## config.mk

```make
export PLATFORM = sky130hd
export DESIGN_NAME = test_flat
export DESIGN_NICKNAME = d
export VERILOG_FILES = /design/src/rtl/test_if.sv /design/src/rtl/test.sv /design/src/flat_wrapper.sv
export SDC_FILE = /design/constraint.sdc
export NUM_CORES = 1
export LEC_CHECK = 0
export CELL_PAD_IN_SITES_DETAIL_PLACEMENT = 1
export CELL_PAD_IN_SITES_GLOBAL_PLACEMENT = 1
export CORE_ASPECT_RATIO = 0.75
export CORE_MARGIN = 1
export CORE_UTILIZATION = 29
export CTS_CLUSTER_DIAMETER = 40
export DETAILED_ROUTE_END_ITERATION = 12
export PLACE_DENSITY = 0.95
export SLEW_MARGIN = 30
export SYNTH_ARGS = -nofsm -noshare
export SYNTH_HDL_FRONTEND = slang
export SYNTH_SLANG_ARGS = --single-unit
```

## constraint.sdc

```tcl
create_clock -name clk -period 4.1 [get_ports clk]
set_clock_uncertainty 0.15 [all_clocks]
set_input_delay 1.025 -clock clk [delete_from_list [all_inputs] [get_ports clk]]
set_output_delay 1.025 -clock clk [all_outputs]
set_load 0.005 [all_outputs]
```

## src/rtl/test_if.sv

```systemverilog
// test_if: endpoint-side bus of the shared-bus arbiter/router.
//   pndng  : per-endpoint "transmit FIFO non-empty" flags
//   D_pop  : per-endpoint head-of-FIFO data
//   pop    : per-endpoint pop strobe (arbiter -> endpoint)
//   push   : per-endpoint push strobe (arbiter -> endpoint)
//   D_push : per-endpoint receive data (arbiter -> endpoint)
// The master modport is the arbiter; the slave modport is the endpoint side.
interface test_if #(
  parameter int devices = 4,
  parameter int width   = 16
);
  logic [devices-1:0]            pndng;
  logic [devices-1:0][width-1:0] D_pop;
  logic [devices-1:0]            pop;
  logic [devices-1:0]            push;
  logic [devices-1:0][width-1:0] D_push;

  modport master (
    input  pndng, D_pop,
    output pop, push, D_push
  );

  modport slave (
    output pndng, D_pop,
    input  pop, push, D_push
  );
endinterface

```

## src/rtl/test.sv

```systemverilog
// test: round-robin shared-bus arbiter and packet router.
// One pending endpoint is granted per transaction (IDLE -> SEND -> GAP), its
// head packet is popped, and the packet is pushed to the endpoint named in
// its top 8 bits, or to every other endpoint when that ID is `broadcast`.
// Out-of-range and self-addressed packets are popped and dropped.
// Ports:
//   clk   : rising-edge clock
//   reset : synchronous, active-high
//   bus   : test_if.master (pndng/D_pop in, pop/push/D_push out, all registered)
module test #(
  parameter int         devices   = 4,
  parameter int         width     = 16,
  parameter logic [7:0] broadcast = 8'hFF
) (
  input  logic   clk,
  input  logic   reset,
  test_if.master bus
);
  localparam int IDW = $clog2(devices);

  typedef enum logic [1:0] {IDLE, SEND, GAP} state_e;

  state_e                        state_q, state_d;
  logic [IDW-1:0]                last_q, last_d;
  logic [IDW-1:0]                src_q, src_d;
  logic [width-1:0]              pkt_q, pkt_d;
  logic [devices-1:0]            pop_q, pop_d;
  logic [devices-1:0]            push_q, push_d;
  logic [devices-1:0][width-1:0] dpush_q, dpush_d;

  logic [IDW-1:0]     win;
  logic               win_vld;
  logic [devices-1:0] win_onehot;
  logic [devices-1:0] dst_mask;
  logic [7:0]         dst_id;

  assign bus.pop    = pop_q;
  assign bus.push   = push_q;
  assign bus.D_push = dpush_q;

  // Round-robin search: first pending endpoint starting just after the
  // previous winner, wrapping around.
  always_comb begin
    // NOTE: every combinational output gets a default first, so no path
    // through the block can leave it unassigned and infer a latch.
    win     = '0;
    win_vld = 1'b0;
    for (int k = 1; k <= devices; k++) begin
      int idx;
      idx = (int'(last_q) + k) % devices;
      if (!win_vld && bus.pndng[IDW'(idx)]) begin
        win     = IDW'(idx);
        win_vld = 1'b1;
      end
    end
  end

  always_comb begin
    win_onehot = '0;
    for (int i = 0; i < devices; i++) begin
      if (win == IDW'(i)) win_onehot[i] = 1'b1;
    end
  end

  // Destination decode from the latched packet header.
  assign dst_id = pkt_q[width-1 -: 8];

  always_comb begin
    dst_mask = '0;
    for (int i = 0; i < devices; i++) begin
      if (dst_id == broadcast) begin
        dst_mask[i] = (src_q != IDW'(i));
      end else if (int'(dst_id) == i && int'(dst_id) != int'(src_q)) begin
        dst_mask[i] = 1'b1;
      end
    end
  end

  // Next-state and registered-output logic.
  always_comb begin
    state_d = state_q;
    last_d  = last_q;
    src_d   = src_q;
    pkt_d   = pkt_q;
    pop_d   = '0;
    push_d  = '0;
    dpush_d = dpush_q;  // D_push holds between transactions

    unique case (state_q)
      IDLE: begin
        if (win_vld) begin
          pkt_d   = bus.D_pop[win];
          src_d   = win;
          last_d  = win;
          pop_d   = win_onehot;
          state_d = SEND;
        end
      end
      SEND: begin
        push_d  = dst_mask;
        dpush_d = {devices{pkt_q}};
        state_d = GAP;
      end
      GAP: begin
        // Lets endpoint FIFOs refresh pndng after the pop before resampling.
        state_d = IDLE;
      end
      default: state_d = IDLE;
    endcase
  end

  always_ff @(posedge clk) begin
    // NOTE: state registers use non-blocking assignments so every flop
    // samples pre-edge values regardless of statement order.
    if (reset) begin
      state_q <= IDLE;
      last_q  <= IDW'(devices - 1);
      src_q   <= '0;
      pkt_q   <= '0;
      pop_q   <= '0;
      push_q  <= '0;
      // NOTE: the D_push data array is reset because it is a visible output
      // with a defined reset value, not merely an internal storage buffer.
      dpush_q <= '0;
    end else begin
      state_q <= state_d;
      last_q  <= last_d;
      src_q   <= src_d;
      pkt_q   <= pkt_d;
      pop_q   <= pop_d;
      push_q  <= push_d;
      dpush_q <= dpush_d;
    end
  end
endmodule

```

## src/flat_wrapper.sv

```systemverilog
// flat-port wrapper written by rule: the top's interface ports become plain ports
module test_flat 
#(
  parameter int         devices   = 4,
  parameter int         width     = 16,
  parameter logic [7:0] broadcast = 8'hFF
)
  (clk, reset, bus_pndng, bus_D_pop, bus_pop, bus_push, bus_D_push);
  test_if #(.devices(devices), .width(width)) bus_i ();
  input  logic clk;
  input  logic reset;
  input wire logic [$bits(bus_i.pndng)-1:0] bus_pndng;
  input wire logic [$bits(bus_i.D_pop)-1:0] bus_D_pop;
  output wire logic [$bits(bus_i.pop)-1:0] bus_pop;
  output wire logic [$bits(bus_i.push)-1:0] bus_push;
  output wire logic [$bits(bus_i.D_push)-1:0] bus_D_push;
  assign bus_i.pndng = bus_pndng;
  assign bus_i.D_pop = bus_D_pop;
  assign bus_pop = bus_i.pop;
  assign bus_push = bus_i.push;
  assign bus_D_push = bus_i.D_push;
  test #(.devices(devices), .width(width), .broadcast(broadcast)) u_core (.clk(clk), .reset(reset), .bus(bus_i));
endmodule
```

==> results of run 1 <==
-- kinds of logic (layout without fill, tap and decap cells) --
kind of cell              after synthesis  count (layout)  synth area share [%]
AOI/OAI and AO/OA                      74              74                  20.1
xor gates and xnor gates                1               1                 0.331
buffers and inverters                  70             155                  17.9
DFF                                    46              46                  34.8
muxes                                  16              16                  6.75
and+or+nand+nor                       121             121                  20.1
-- through the flow --
stage	hold slack (ps)	total power, mW	area (sq um)	worst slack, ps
CTS	316	1.49	3960	819
floorplan	282	0.782	2650	1390
global route	338	1.55	3960	599
detailed placement	305	0.952	3760	541
finish	315	1.49	3960	821
global placement	297	0.927	3760	755
-- worst reg2reg max path: stages, from the launching register on --
cell and delay (ps):
dfxtp_1 510, nand2b_1 210, o221a_2 660, nand2_1 140, mux2_2 290, a211oi_1 270
-- power breakdown --
group	internal, mW	switching, mW	total (mW)
clock	0.366	0.174	0.540
combinational	0.218	0.188	0.406
sequential	0.490	0.0504	0.541
-- flip-flops by register name, indices dropped and copies added (netlist names) --
register           count
u_core.bus.D_push     16
u_core.bus.pop         4
u_core.bus.push        4
u_core.last_q          2
u_core.pkt_q          16
u_core.src_q           2
u_core.state_q         2
-- final cells by class --
| cell class | count | area (sq um) |
|---|---|---|
| clock buffer | 6 | 139 |
| clock inverter | 2 | 60.1 |
| fill | 1041 | 4710 |
| inverter | 1 | 3.75 |
| multi-input combinational | 212 | 1260 |
| sequential | 46 | 921 |
| tap | 108 | 135 |
| timing repair buffer | 146 | 1450 |
-- how the worst max path moves through the flow --
stage	cells after the start	from	endpoint
global placement	6	bus_pndng[0]	u_core.pkt_q[14]
floorplan	7	bus_pndng[1]	u_core.pkt_q[0]
global route	6	bus_pndng[0]	u_core.pkt_q[13]
CTS	6	bus_pndng[0]	u_core.pkt_q[12]
finish	6	bus_pndng[0]	u_core.pkt_q[12]
detailed placement	6	bus_pndng[0]	u_core.pkt_q[3]
-- placed cells by master, fill, tap and decap left out, drive strengths merged, types with 2 or more instances in the layout --
master / n
nand4: 2
nand2b: 4
a211oi: 17
o21ai: 4
buf: 5
nand2: 70
and2: 2
mux2: 15
dfxtp: 46
a21oi: 25
or2: 2
a221oi: 15
bufinv: 2
nor2b: 7
nor3: 3
nor2: 26
clkdlybuf4s50: 141
clkbuf: 6
o21a: 2
nor4: 2
-- layer usage --
metal / routed length, um / vias up / global-route usage, %
met5: 0 / - / 0
met4: 125 / 0 / 4.97
met3: 476 / 14 / 3.39
met2: 4590 / 111 / 36.5
met1: 3720 / 1282 / 21.9
li1: - / 1253 / -
==> out/metrics.yaml, run 1 <==
run_status: "complete, no violations"
min_period_ps: 3280
clk_latency_ps: 280
setup_viol: 0
maxSlewViolCount: 0
drtAntennaViolNets: 0
synth_area_sq_um: 2650
drc: 0
synth.avg_cell_area_sq_um: 8.08
synth_most_common_cell: "nand2_1"
cts_max_level: 2
synth_edf_count: 0
row_count: 29
port_buffers: 141
path_clk_slew_ps: 60
die_y_um: 84.8
rsz0062_at_grt: "false"
reg2reg_slack_ps: 1770
grt_pass1_wl_um: 14200
r2r_start: "u_core.last_q[0]"
timing.fmax_ghz: 0.305
drv_cap: 0
yosysTopAreaCellShare_pct: 34.8
die_x_um: 112
clockBufferDepth: 2
instances_no_fill: 521
drt_iter0_drc: 103
post-synth-top-area-cell: "dfxtp_1"
hp-class: "reg2reg"
grt_max_degree: 35
path_cells: "clkdlybuf4s50_1, o21ai_0, o221a_2, nand2_1, mux2_2, a211oi_1"
hpwl_um: 6760
crit_arrival_ps: 3320
track_usage_pct: 19.1
cts_setup_buffers: 0
drive_gt1_share_pct: 8.47
start_util_pct: 30.5
crit_family: "compound AO/OA/AOI/OAI gates"
final.setup.tns_ps: 0
fin_crit_sh_pct: 80.0
synthesis.nets: 398
slowest_delay_ps: 680
p_per_area_nw_per_um2: 375
finalHoldViolations: 0
cts_root_buf: "clkbuf_16"
cp.required_ps: 4140
crit_fanout: 34
ys_ff_latch: 46
tightest_slew_ps: 746
clock_sinks: 46
synth.area.top_cells: "dfxtp_1, buf_4, nand2_1"
wire_per_inst_um: 17.1
r2r_end: "u_core.pkt_q[12]"
synthCells: 328
cp-start-kind: "input port"
cts_resized: 0
utilization_pct: 45.7
dieArea_sq_um: 9520
io_pins: 142
hold_buffers: 0
synth_top_flop_cell: "dfxtp_1"
end_kind: "flip-flop"
area_growth_syn_to_layout_pct: 49.6
p_leak_nw: 1.41
vias_per_cell: 5.11
first_global_vias: 2804
wirelength_um: 8920
vdd_drop_max_mv: 0.231
synth_warnings: 0
hold_path_end: "u_core.bus.D_push[6]"
hold_depth: 2
seq_area_frac_synth_pct: 34.8
cts_tree: "built"
numCtsBuffers: 5
synth_cell_type_count: 45
gp_congestion: 0.864
slowest_stage: "o221a_2"
dp_cells: 513
grt_antenna_before_repair: 0
synth_common_cells: "nand2_1, buf_4, dfxtp_1"
timing_worst_setup_path_type: "in2reg"
synthArstFlopShare_pct: 0
diodes: 0
drt_first_pass_iters: 4
vias: 2660
gr-total-overflow: 0
nNetsFinal: 482
core_sq_um: 8670
r2r_cells: 5
hp-start: "u_core.pkt_q[6]"
path_buf_inv: 1
slew_headroom_pct: 50.2
No activity file was read; power rests on OpenSTA's default activity.
==> run 2, diff against run 1 <==
Settings changed: CORE_UTILIZATION 29 to 25, PLACE_DENSITY 0.95 to 0.89.
Clock period 4.1 ns to 2.64 ns, I/O delays scaled along.
==> run 2 against run 1 <==
  * The flow now finishes with violations (design-rule violations)
  * Core utilization decreased by 4.7 points
  * Largest power group unchanged
  * Die area rose by 16%
  * Sequential cell count unchanged
  * Largest cell class unchanged
  * Combinational power up 78%
  * Clock power rose by 32%
  * Wire length grew 0.62%
  * Setup slack got worse by 730 ps
==> out/metrics.yaml, run 2 (synthesized netlist as in run 1, its figures left out) <==
rsz0062_at_grt: "false"
p_leak_nw: 1.56  # +11%
run_status: "finished, violations left"
track_usage_pct: 16.3  # -2.8 points
grtUsageMet3_pct: 2.95  # -0.44 points
hp-class: "reg2reg"
gr-usage-met2_pct: 30.1  # -6.3 points
gr-max-usage-layer: "met2"
path_clk_slew_ps: 60  # about the same
maxSlewViolCount: 0  # unchanged
row_count: 32  # +10%
cp.required_ps: 2680  # -1460 ps
drc: 2  # +2
violations: "design-rule violations"
timing.fmax_ghz: 0.392
area_growth_syn_to_layout_pct: 59.4
gr-total-overflow: 0  # unchanged
start_util_pct: 25.7  # -4.8 points
vias_per_cell: 4.69  # -8.1%
grt_max_degree: 19  # -46%
io_pins: 142  # unchanged
cts_max_level: 2  # unchanged
grt_pass1_wl_um: 14000  # -1.2%
min_period_ps: 2550
grt_antenna_before_repair: 0  # unchanged
instances_no_fill: 576  # +11%
slew_headroom_pct: 69.5  # +19 points
power_mw: 2.27  # +53%
port_buffers: 141  # unchanged
first_global_vias: 2831  # +0.96%
cts_root_buf: "clkbuf_16"
numCtsBuffers: 5  # unchanged
drtAntennaViolNets: 0  # unchanged
die_x_um: 121  # +7.6%
dp_cells: 569  # +11%
vias: 2704  # +1.7%
grt_use_met1_pct: 18.4  # -3.4 points
die_y_um: 91.1  # +7.5%
final_common_cell: "clkdlybuf4s50_1"
vdd_drop_max_mv: 0.261  # +13%
crit_arrival_ps: 2590  # -730 ps
diodes: 0  # unchanged
nNetsFinal: 510  # +5.8%
hpwl_um: 7300  # +8.1%
cts_tree: "built"
clk_latency_ps: 280  # about the same
timing_worst_setup_path_type: "in2reg"
dieArea_sq_um: 11000  # +16%
drive_gt1_share_pct: 13.9  # +5.4 points
clock_sinks: 46  # unchanged
layout_common_cells: "clkdlybuf4s50_1, nand2_1, dfxtp_1, buf_4, nor2_1"
crit_fanout: 5  # -85%
end_kind: "flip-flop"
wirelength_um: 8970  # +0.62%
clockBufferDepth: 2  # unchanged
fin_crit_sh_pct: 96.6
gp_congestion: 0.944  # +9.3%
drt_iter0_drc: 86  # -17%
drt_first_pass_iters: 8  # +4
p_per_area_nw_per_um2: 539  # +44%
wire_per_inst_um: 15.6  # -9.0%
setup_viol: 0  # unchanged
drv_cap: 0  # unchanged
core_sq_um: 10300  # +19%
tightest_slew_ps: 458  # -288 ps
cp-start-kind: "input port"
finalHoldViolations: 0  # unchanged
-- run 2: cell types whose count changed in the layout (fill, tap and decap cells not counted), sizes merged --
cell,before,now
buf,5,33
bufinv,2,1
clkdlybuf4s50,141,140
dlymetal6s2s,0,1
-- run 2: metrics by stage --
step                      TNS (ps)  utilization, %  hold WS, ps  setup slack [ps]  instance area (sq um)
after floorplan                  0               -          282               295                   2650
after global placement       -2060            39.3          298              -157                   4050
after detailed placement     -3910            39.3          304              -264                   4050
after CTS                        0            41.0          312              29.1                   4210
after global routing             0            41.0          335              32.2                   4220
final                            0            41.0          307              90.4                   4220
-- run 2: worst paths after layout --
path / cells after the start / endpoint / slack, ps / startpoint
setup / recovery: 8 / u_core.pkt_q[12] / 90 / bus_pndng[2]
hold reg to reg: 2 / u_core.bus.D_push[4] / 310 / u_core.pkt_q[4]
hold / removal: 2 / u_core.bus.D_push[4] / 310 / u_core.pkt_q[4]
setup reg to reg: 6 / u_core.pkt_q[12] / 500 / u_core.last_q[0]
-- run 2: worst max-delay path, stage by stage --
cell	delay, ps
clkdlybuf4s50_1	470
buf_4	170
or2_2	290
a21oi_1	150
a21o_1	300
a221oi_1	160
buf_4	170
a211oi_1	230
-- run 2: cell type report --
type | instances | area (sq um)
clock inverter | 1 | 30.0
inverter | 1 | 3.75
clock buffer | 6 | 139
tap | 136 | 170
multi-input combinational | 212 | 1260
timing repair buffer | 174 | 1700
sequential | 46 | 921
fill | 1202 | 6070
-- run 2: metal layers --
metal | vias up | share of wire, %
li1 | 1310 | -
met1 | 1295 | 41
met2 | 87 | 52
met3 | 12 | 5.1
met4 | 0 | 1.5
met5 | - | 0
-- run 2: what timing repair did --
item                                    CTS  global route
gates resized for setup                   0             3
endpoints found under the hold margin     0             0
endpoints found under the setup margin    0            13
hold buffers                              0             0
buffers inserted                          0             0
-- run 2: power breakdown --
part           switching (mW)  internal, mW
Clock                   0.245         0.467
Sequential             0.0779         0.762
Combinational           0.307         0.417
==> run 3, diff against run 2 <==
Settings changed: CTS_CLUSTER_DIAMETER 40 to 200.
==> results of run 3 <==
Same layout as run 2: the final DEF is identical, and so are final timing and power.
